[src/rtl/button_reader.sv]
// Purpose : synchronise, debounce and classify one raw push-button pin into level/press/release/long-press events.
// Latency : a clean btn_raw change is seen on btn_level and its event pulse 2 + DEBOUNCE_CYCLES cycles later.
// Backpressure: none; event outputs are single-cycle strobes that downstream logic must sample when they fire.
//
// Ports:
//   clk           - 25.175 MHz PLL clock, all logic on the rising edge
//   rst           - synchronous, active-high reset
//   btn_raw       - asynchronous button pin, pressed level chosen by ACTIVE_LOW
//   btn_level     - debounced level, 1 = pressed
//   press_pulse   - one-cycle strobe on an accepted press
//   release_pulse - one-cycle strobe on an accepted release
//   long_pulse    - one-cycle strobe, at most once per press, when the hold reaches LONG_CYCLES
//   press_count   - count of accepted presses, wraps 255 -> 0
module button_reader #(
    parameter int DEBOUNCE_CYCLES = 251750,
    parameter int LONG_CYCLES     = 25175000,
    parameter bit ACTIVE_LOW      = 1'b1
) (
    input  logic       clk,
    input  logic       rst,
    input  logic       btn_raw,
    output logic       btn_level,
    output logic       press_pulse,
    output logic       release_pulse,
    output logic       long_pulse,
    output logic [7:0] press_count
);

    localparam int DEB_W  = $clog2(DEBOUNCE_CYCLES + 1);
    localparam int HOLD_W = $clog2(LONG_CYCLES + 1);

    localparam logic [DEB_W-1:0]  DEB_LAST  = DEB_W'(DEBOUNCE_CYCLES - 1);
    localparam logic [DEB_W-1:0]  DEB_ONE   = DEB_W'(1);
    localparam logic [HOLD_W-1:0] HOLD_LAST = HOLD_W'(LONG_CYCLES - 1);
    localparam logic [HOLD_W-1:0] HOLD_MAX  = HOLD_W'(LONG_CYCLES);
    localparam logic [HOLD_W-1:0] HOLD_ONE  = HOLD_W'(1);

    typedef enum logic [1:0] {
        IDLE,
        PRESS_WAIT,
        PRESSED,
        RELEASE_WAIT
    } state_t;

    // ------------------------------------------------------------------
    // Two-flop synchroniser. Reset loads the released pin level so that
    // a reset never manufactures a phantom press.
    // ------------------------------------------------------------------
    logic [1:0] sync_q;
    logic       p;

    always_ff @(posedge clk) begin
        if (rst) begin
            sync_q <= {2{ACTIVE_LOW}};
        end else begin
            sync_q <= {sync_q[0], btn_raw};
        end
    end

    // Normalised pin: 1 = pressed regardless of board polarity.
    assign p = sync_q[1] ^ ACTIVE_LOW;

    // ------------------------------------------------------------------
    // FSM + counters
    // ------------------------------------------------------------------
    state_t              state_q, state_d;
    logic [DEB_W-1:0]    deb_q, deb_d;
    logic [HOLD_W-1:0]   hold_q, hold_d;
    logic                level_d, press_d, release_d, long_d;
    logic [7:0]          count_d;
    logic                hold_running;
    logic                long_due;

    // The hold timer runs through RELEASE_WAIT too, so a release bounce
    // does not disturb long-press timing.
    assign hold_running = (state_q == PRESSED) || (state_q == RELEASE_WAIT);
    assign long_due     = hold_running && (hold_q == HOLD_LAST);

    always_comb begin
        state_d   = state_q;
        deb_d     = deb_q;
        hold_d    = hold_q;
        level_d   = btn_level;
        press_d   = 1'b0;
        release_d = 1'b0;
        long_d    = 1'b0;
        count_d   = press_count;

        // Saturating hold timer; the single LONG-1 -> LONG step is the
        // only moment long_pulse can fire, which makes it once per press.
        if (hold_running && (hold_q < HOLD_MAX)) begin
            hold_d = hold_q + HOLD_ONE;
        end
        long_d = long_due;

        case (state_q)
            IDLE: begin
                if (p) begin
                    state_d = PRESS_WAIT;
                    deb_d   = DEB_ONE;
                end
            end

            PRESS_WAIT: begin
                if (!p) begin
                    state_d = IDLE;
                    deb_d   = '0;
                end else if (deb_q == DEB_LAST) begin
                    state_d = PRESSED;
                    deb_d   = '0;
                    hold_d  = '0;
                    level_d = 1'b1;
                    press_d = 1'b1;
                    count_d = press_count + 8'd1;
                end else begin
                    deb_d = deb_q + DEB_ONE;
                end
            end

            PRESSED: begin
                if (!p) begin
                    state_d = RELEASE_WAIT;
                    deb_d   = DEB_ONE;
                end
            end

            RELEASE_WAIT: begin
                if (p) begin
                    state_d = PRESSED;
                    deb_d   = '0;
                end else if (deb_q == DEB_LAST) begin
                    // A release that would land on the long_pulse cycle
                    // waits one cycle (deb_cnt parked at its limit) so the
                    // two strobes never overlap.
                    if (!long_due) begin
                        state_d   = IDLE;
                        deb_d     = '0;
                        level_d   = 1'b0;
                        release_d = 1'b1;
                    end
                end else begin
                    deb_d = deb_q + DEB_ONE;
                end
            end

            default: begin
                state_d = IDLE;
                deb_d   = '0;
            end
        endcase
    end

    always_ff @(posedge clk) begin
        if (rst) begin
            state_q       <= IDLE;
            deb_q         <= '0;
            hold_q        <= '0;
            btn_level     <= 1'b0;
            press_pulse   <= 1'b0;
            release_pulse <= 1'b0;
            long_pulse    <= 1'b0;
            press_count   <= 8'd0;
        end else begin
            state_q       <= state_d;
            deb_q         <= deb_d;
            hold_q        <= hold_d;
            btn_level     <= level_d;
            press_pulse   <= press_d;
            release_pulse <= release_d;
            long_pulse    <= long_d;
            press_count   <= count_d;
        end
    end

endmodule
[config.mk]
export PLATFORM = sky130hd
export DESIGN_NAME = button_reader
export DESIGN_NICKNAME = d
export VERILOG_FILES = /design/src/rtl/button_reader.sv
export SDC_FILE = /design/constraint.sdc
export NUM_CORES = 1
export LEC_CHECK = 0
export BUFFER_PORTS_ARGS = -buffer_cell sky130_fd_sc_hd__buf_4
export CAP_MARGIN = 20
export CORE_MARGIN = 8
export CORE_UTILIZATION = 35
export DETAILED_ROUTE_END_ITERATION = 8
export SYNTH_ARGS = -nofsm -noshare
export SYNTH_HDL_FRONTEND = slang
export SYNTH_SLANG_ARGS = --single-unit
export TNS_END_PERCENT = 10
[constraint.sdc]
create_clock -name clk -period 2.7 [get_ports clk]
set_input_delay 0.405 -clock clk [delete_from_list [all_inputs] [get_ports clk]]
set_output_delay 0.405 -clock clk [all_outputs]
set_load 0.03 [all_outputs]
== Word level (Yosys, flattened, before mapping) ==
Index checks and enable logic that the tools add are counted.

* Bitwise operators: 4
* $lt $le $gt $ge: 1
* Reductions and logical operators: 11
* Mux-type cells: 28
* Add/sub/neg operators: 3
* Equal/unequal tests: 16

{| class="wikitable"
|+ Operators with widths
! cell !! number
|-
| $mux W18 || 7
|-
| $mux W25 || 4
|-
| $pmux W18 S4 || 1
|-
| $add A25 B1 Y25 const B || 1
|-
| $eq A25 B25 Y1 const B || 1
|-
| $lt A25 B25 Y1 const B || 1
|-
| $add A18 B1 Y18 const B || 1
|-
| $eq A18 B18 Y1 const B || 1
|-
| $mux W2 || 7
|-
| $ne A2 B2 Y1 const B || 6
|-
| $add A8 B1 Y8 const B || 1
|-
| $pmux W2 S4 || 1
|-
| $mux W1 || 7
|-
| $ne A3 B3 Y1 const B || 2
|-
| $reduce_and A3 Y1 || 2
|-
| $reduce_and A6 Y1 || 1
|-
| $reduce_and A5 Y1 || 1
|-
| $eq A2 B2 Y1 const B || 2
|-
| $ne A4 B4 Y1 const B || 1
|-
| $not A1 Y1 || 4
|-
| $reduce_or A4 Y1 || 1
|-
| $ne A3 B2 Y1 const B || 1
|-
| $reduce_or A3 Y1 || 1
|-
| $eq A2 B1 Y1 const B || 1
|-
| 6 further kinds || 7
|}

* Bits in registers: 59
* Logic and storage cells: 72
* Input bits: 3
* Output and inout bits: 12

== Depth between registers and ports, before layout ==
* Depth after elaboration: 7
* Depth in mapped cells: 8
* Mapped depth without buffers: 8

== Worst setup path before layout ==
Ideal clock, no wire load.

* Path kind: flip-flop to flip-flop
* From: reg hold_q[11]
* To: reg hold_q[23]
* Data arrival time: 1.773 ns
* Required time: 2.629 ns
* Library setup time: 0.071 ns
* Slack: 0.856 ns
* Cell stages (with the launch flop): 8
* Buffers on the path: 1
* Period minus slack after synthesis: 1.844 ns
* Cell sequence: dfxtp_1 > or3_4 > o21bai_1 > a21oi_2 > buf_6 > o2111ai_4 > or3_1 > a21oi_1

* Cells in the longest elaborated chain, start to end: 6
* Elaborated cells on any way between the ends: 7
* Classes of those cells: add/sub (1); order compare (1); mux (4); reduce/logical (1)

{| class="wikitable"
|+ Ends and longest elaborated chain
! item !! RTL line !! RTL
|-
| start: declaration || 68 || <nowiki>logic [HOLD_W-1:0] hold_q, hold_d;</nowiki>
|-
| start signal: assignment || 166 || <nowiki>hold_q <= hold_d;</nowiki>
|-
| $lt A25 B25 Y1 || 91 || <nowiki>if (hold_running && (hold_q < HOLD_MAX)) begin</nowiki>
|-
| $logic_and A1 B1 Y1 || 91 ||
|-
| $mux W25 * || 91 ||
|-
| $mux W25 || 108 || <nowiki>end else if (deb_q == DEB_LAST) begin</nowiki>
|-
| $mux W25 || 105 || <nowiki>if (!p) begin</nowiki>
|-
| $mux W25 * || 96 || <nowiki>case (state_q)</nowiki>
|}

Mark *: on every way between the ends. The rest lies on a longest branch, timed or not.
A chain may end at the register's enable or synchronous reset.

== Final worst setup path ==
* From: reg hold_q[11]
* To: reg hold_q[21]

The elaborated chain is that of the path after synthesis.

==> out/qor.yml <==
routing:
  vias: 2547
  drc: 0
  ant_nets: 0
  drt_iter0_drc: 182
  wl_um: 6570
  dr.pass1.iters: 4
  via_per_inst: 5.340
  routedWlPerCell_um: 13.77
cells_and_area:
  drive_above_1_share_pct: 13.98
  diodes: 0
  synthToLayoutAreaGrowth_pct: 13.63
  instances_no_fill: 477
  nets: 374
worst_setup_path:
  cp.depth: 7
  crit_type: "reg2reg"
  cp_slowest_stage_delay_ns: 0.40
  cp.arrival_ns: 2.49
  regToRegEndpoint: "hold_q[21]"
  cp-start-kind: "flop"
  worstPathMaxFanout: 8
  path_cells: "or3_4, o21bai_1, a21oi_2, buf_4, o2111ai_4, or3_1, a21oi_1"
  cp-endpoint: "hold_q[21]"
  rr_worst_depth: 7
  slowest_stage: "or3_4"
  r2r_setup_slack_ns: 0.48
  worstReg2RegStart: "hold_q[11]"
  critPathCaptureType: "flop"
  critPathBufInv: 1
  required_ns: 2.97
  critPathTopFamily: "compound AO/OA/AOI/OAI gates"
  startpoint: "hold_q[11]"
timing:
  finalSetupViolations: 0
  fin_skew_ns: 0.009032
  drv_slew: 0
  worst_slew_pin_slew_ns: 0.6572
  post-route-period-util_pct: 82.40
  hold_viol_final: 0
  worst_slack_ns: 0.4752
  tns_ns: 0
  fin_crit_ns: 2.225
  max_clock_freq_mhz: 449.5
  slew_headroom_pct: 56.19
  rsz0062_at_grt: "false"
clock_network:
  clockBufferDepth: 2
  cts_tree: "built"
  h-tree-depth: 3
  postCtsSetupRepairBufs: 0
  cts_hold_buf: 0
  path_clk_slew_ns: 0.07
  insertion_delay_ns: 0.34
  cts-resized-gates: 0
  cts_buffers: 9
  cts.sinks: 59
  clockRootBuffer: "clkbuf_8"
global_routing:
  grt_pass1_vias: 2395
  grtUsageMet2_pct: 17.83
  grt-busiest-layer: "met2"
  grt-ovfl-total: 0
  use_met3_pct: 2.796
  antenna_found_initial: 0
  grt_pass1_wl_um: 11310
  grt.met1_usage_pct: 15.61
  grt_max_degree: 23
  grt_usage_pct: 12.08
floorplan:
  die_h_um: 108.0
  coreArea_sq_um: 8217
  fp.dieW_um: 108.0
  die-area_sq_um: 11670
  start_util_pct: 36.07
  io_pins: 15
  num_rows: 33
logic_synthesis:
  syn_inst: 349
  syn_nets: 356
  syn_area_sq_um: 2964
  synth_cell_type_count: 55
  synthFlopType: "dfxtp_1"
  synthTopCellsByArea: "dfxtp_1 (40%), xor2_1 (6.2%), nor2_1 (5.2%)"
  yosysTopAreaCellShare_pct: 39.85
  synth_area_leader_cell: "dfxtp_1"
  synth_seq_cells: 59
  yosys_warnings: 0
  synthArstFlopShare_pct: 0
  avgSynthCellArea_sq_um: 8.493
  synth_edf_count: 0
  yosysSeqAreaShare_pct: 39.85
min_path:
  min_path_type: "in2reg"
power:
  peakVddDrop_mv: 0.1886
  leakagePower_nw: 1.148
  power_density_nw_per_um2: 507.9
  total_power_mw: 1.711
status:
  status: "complete, no violations"
place:
  gp_congestion: 0.8029
  port_buffers: 14
  dpl.hpwl_um: 4629
  post-place-ws_ns: 0.4973
  place_inst: 461
job:
  cap_violations: 0
==> cells in the final DEF (no fill, tap or decap), types with 7 or more instances in the layout <==
| cell | count |
|---|---|
| nand4_1 | 11 |
| buf_4 | 19 |
| xor2_1 | 21 |
| clkbuf_8 | 10 |
| dfxtp_1 | 59 |
| and2_1 | 9 |
| nor2_1 | 41 |
| o21ai_0 | 21 |
| a21oi_1 | 18 |
| and3_1 | 11 |
| nand3_1 | 24 |
| nand2_1 | 24 |
| inv_1 | 7 |
| or3_1 | 16 |
==> report_power, final <==
part / internal, mW / leakage, nW / switching (mW) / total [mW]
sequential: 0.874 / 0.476 / 0.00560 / 0.879
clock: 0.446 / 0.0991 / 0.346 / 0.792
combinational: 0.0123 / 0.573 / 0.0268 / 0.0391
total: 1.33 / 1.15 / 0.378 / 1.71
==> cells by family after synthesis <==
group | share of synthesized area, %
AND/OR/NAND/NOR | 31.24
AO/OA/AOI/OAI | 15.83
flip-flops | 39.85
XOR/XNOR | 7.978
buffers and inverters | 3.039
adder cells (fa/ha/maj) | 1.689
multiplexers | 0.3799
==> synth_stat cells (all sizes together), types with 6 or more instances <==
| cell type | n |
|---|---|
| or3 | 17 |
| nand2 | 24 |
| a21oi | 19 |
| nand4 | 11 |
| nor3 | 6 |
| xnor2 | 6 |
| buf | 6 |
| dfxtp | 59 |
| and2 | 10 |
| xor2 | 21 |
| o21ai | 23 |
| and3 | 13 |
| o211ai | 7 |
| nand3 | 24 |
| inv | 7 |
| clkbuf | 6 |
| nor2 | 42 |
==> routing by layer <==
layer | part of all wire [%] | up-vias | wire length [um]
li1 | - | 1303 | -
met1 | 50 | 1179 | 3314
met2 | 42 | 53 | 2765
met3 | 4.9 | 12 | 322
met4 | 2.5 | 0 | 167
met5 | 0 | - | 0
==> worst min path at each step <==
stage | start | to | slack [ns] | cells past startpoint
floorplan | sync_q[0] | sync_q[1] | 0.39 | 1
global placement | sync_q[0] | sync_q[1] | 0.39 | 1
detailed placement | sync_q[0] | sync_q[1] | 0.40 | 1
CTS | btn_raw | sync_q[0] | 0.24 | 2
global route | btn_raw | sync_q[0] | 0.24 | 2
finish | btn_raw | sync_q[0] | 0.25 | 2
==> per-stage QoR <==
stage | hold WS, ns | util [%] | cell area, sq um
after floorplan | 0.3895 | - | 2964
after detailed placement | 0.3957 | 38.63 | 3174
final | 0.2544 | 40.99 | 3368
after global placement | 0.3921 | 38.63 | 3174
after CTS | 0.2372 | 40.99 | 3368
after global routing | 0.2413 | 40.99 | 3368
==> cell type report <==
cell class / count / area [sq um]
timing repair buffer: 19 / 142.6
tap: 105 / 131.4
clock inverter: 5 / 52.55
multi-input combinational: 271 / 1693
sequential: 59 / 1181
fill: 829 / 4848
inverter: 7 / 26.28
clock buffer: 11 / 141.4
==> registers in the layout, indices dropped and copies added (netlist names), named ones only <==
signal         flops
deb_q             18
hold_q            25
press_count        8
state_q            1
press_pulse        1
btn_level          1
sync_q             2
release_pulse      1
long_pulse         1
==> worst reg2reg max path, cell delays in order (launching register included) <==
cell and delay, ns:
dfxtp_1 0.34, or3_4 0.40, o21bai_1 0.18, a21oi_2 0.37
buf_4 0.24, o2111ai_4 0.15, or3_1 0.33, a21oi_1 0.14
No activity file was read; power rests on OpenSTA's default activity.
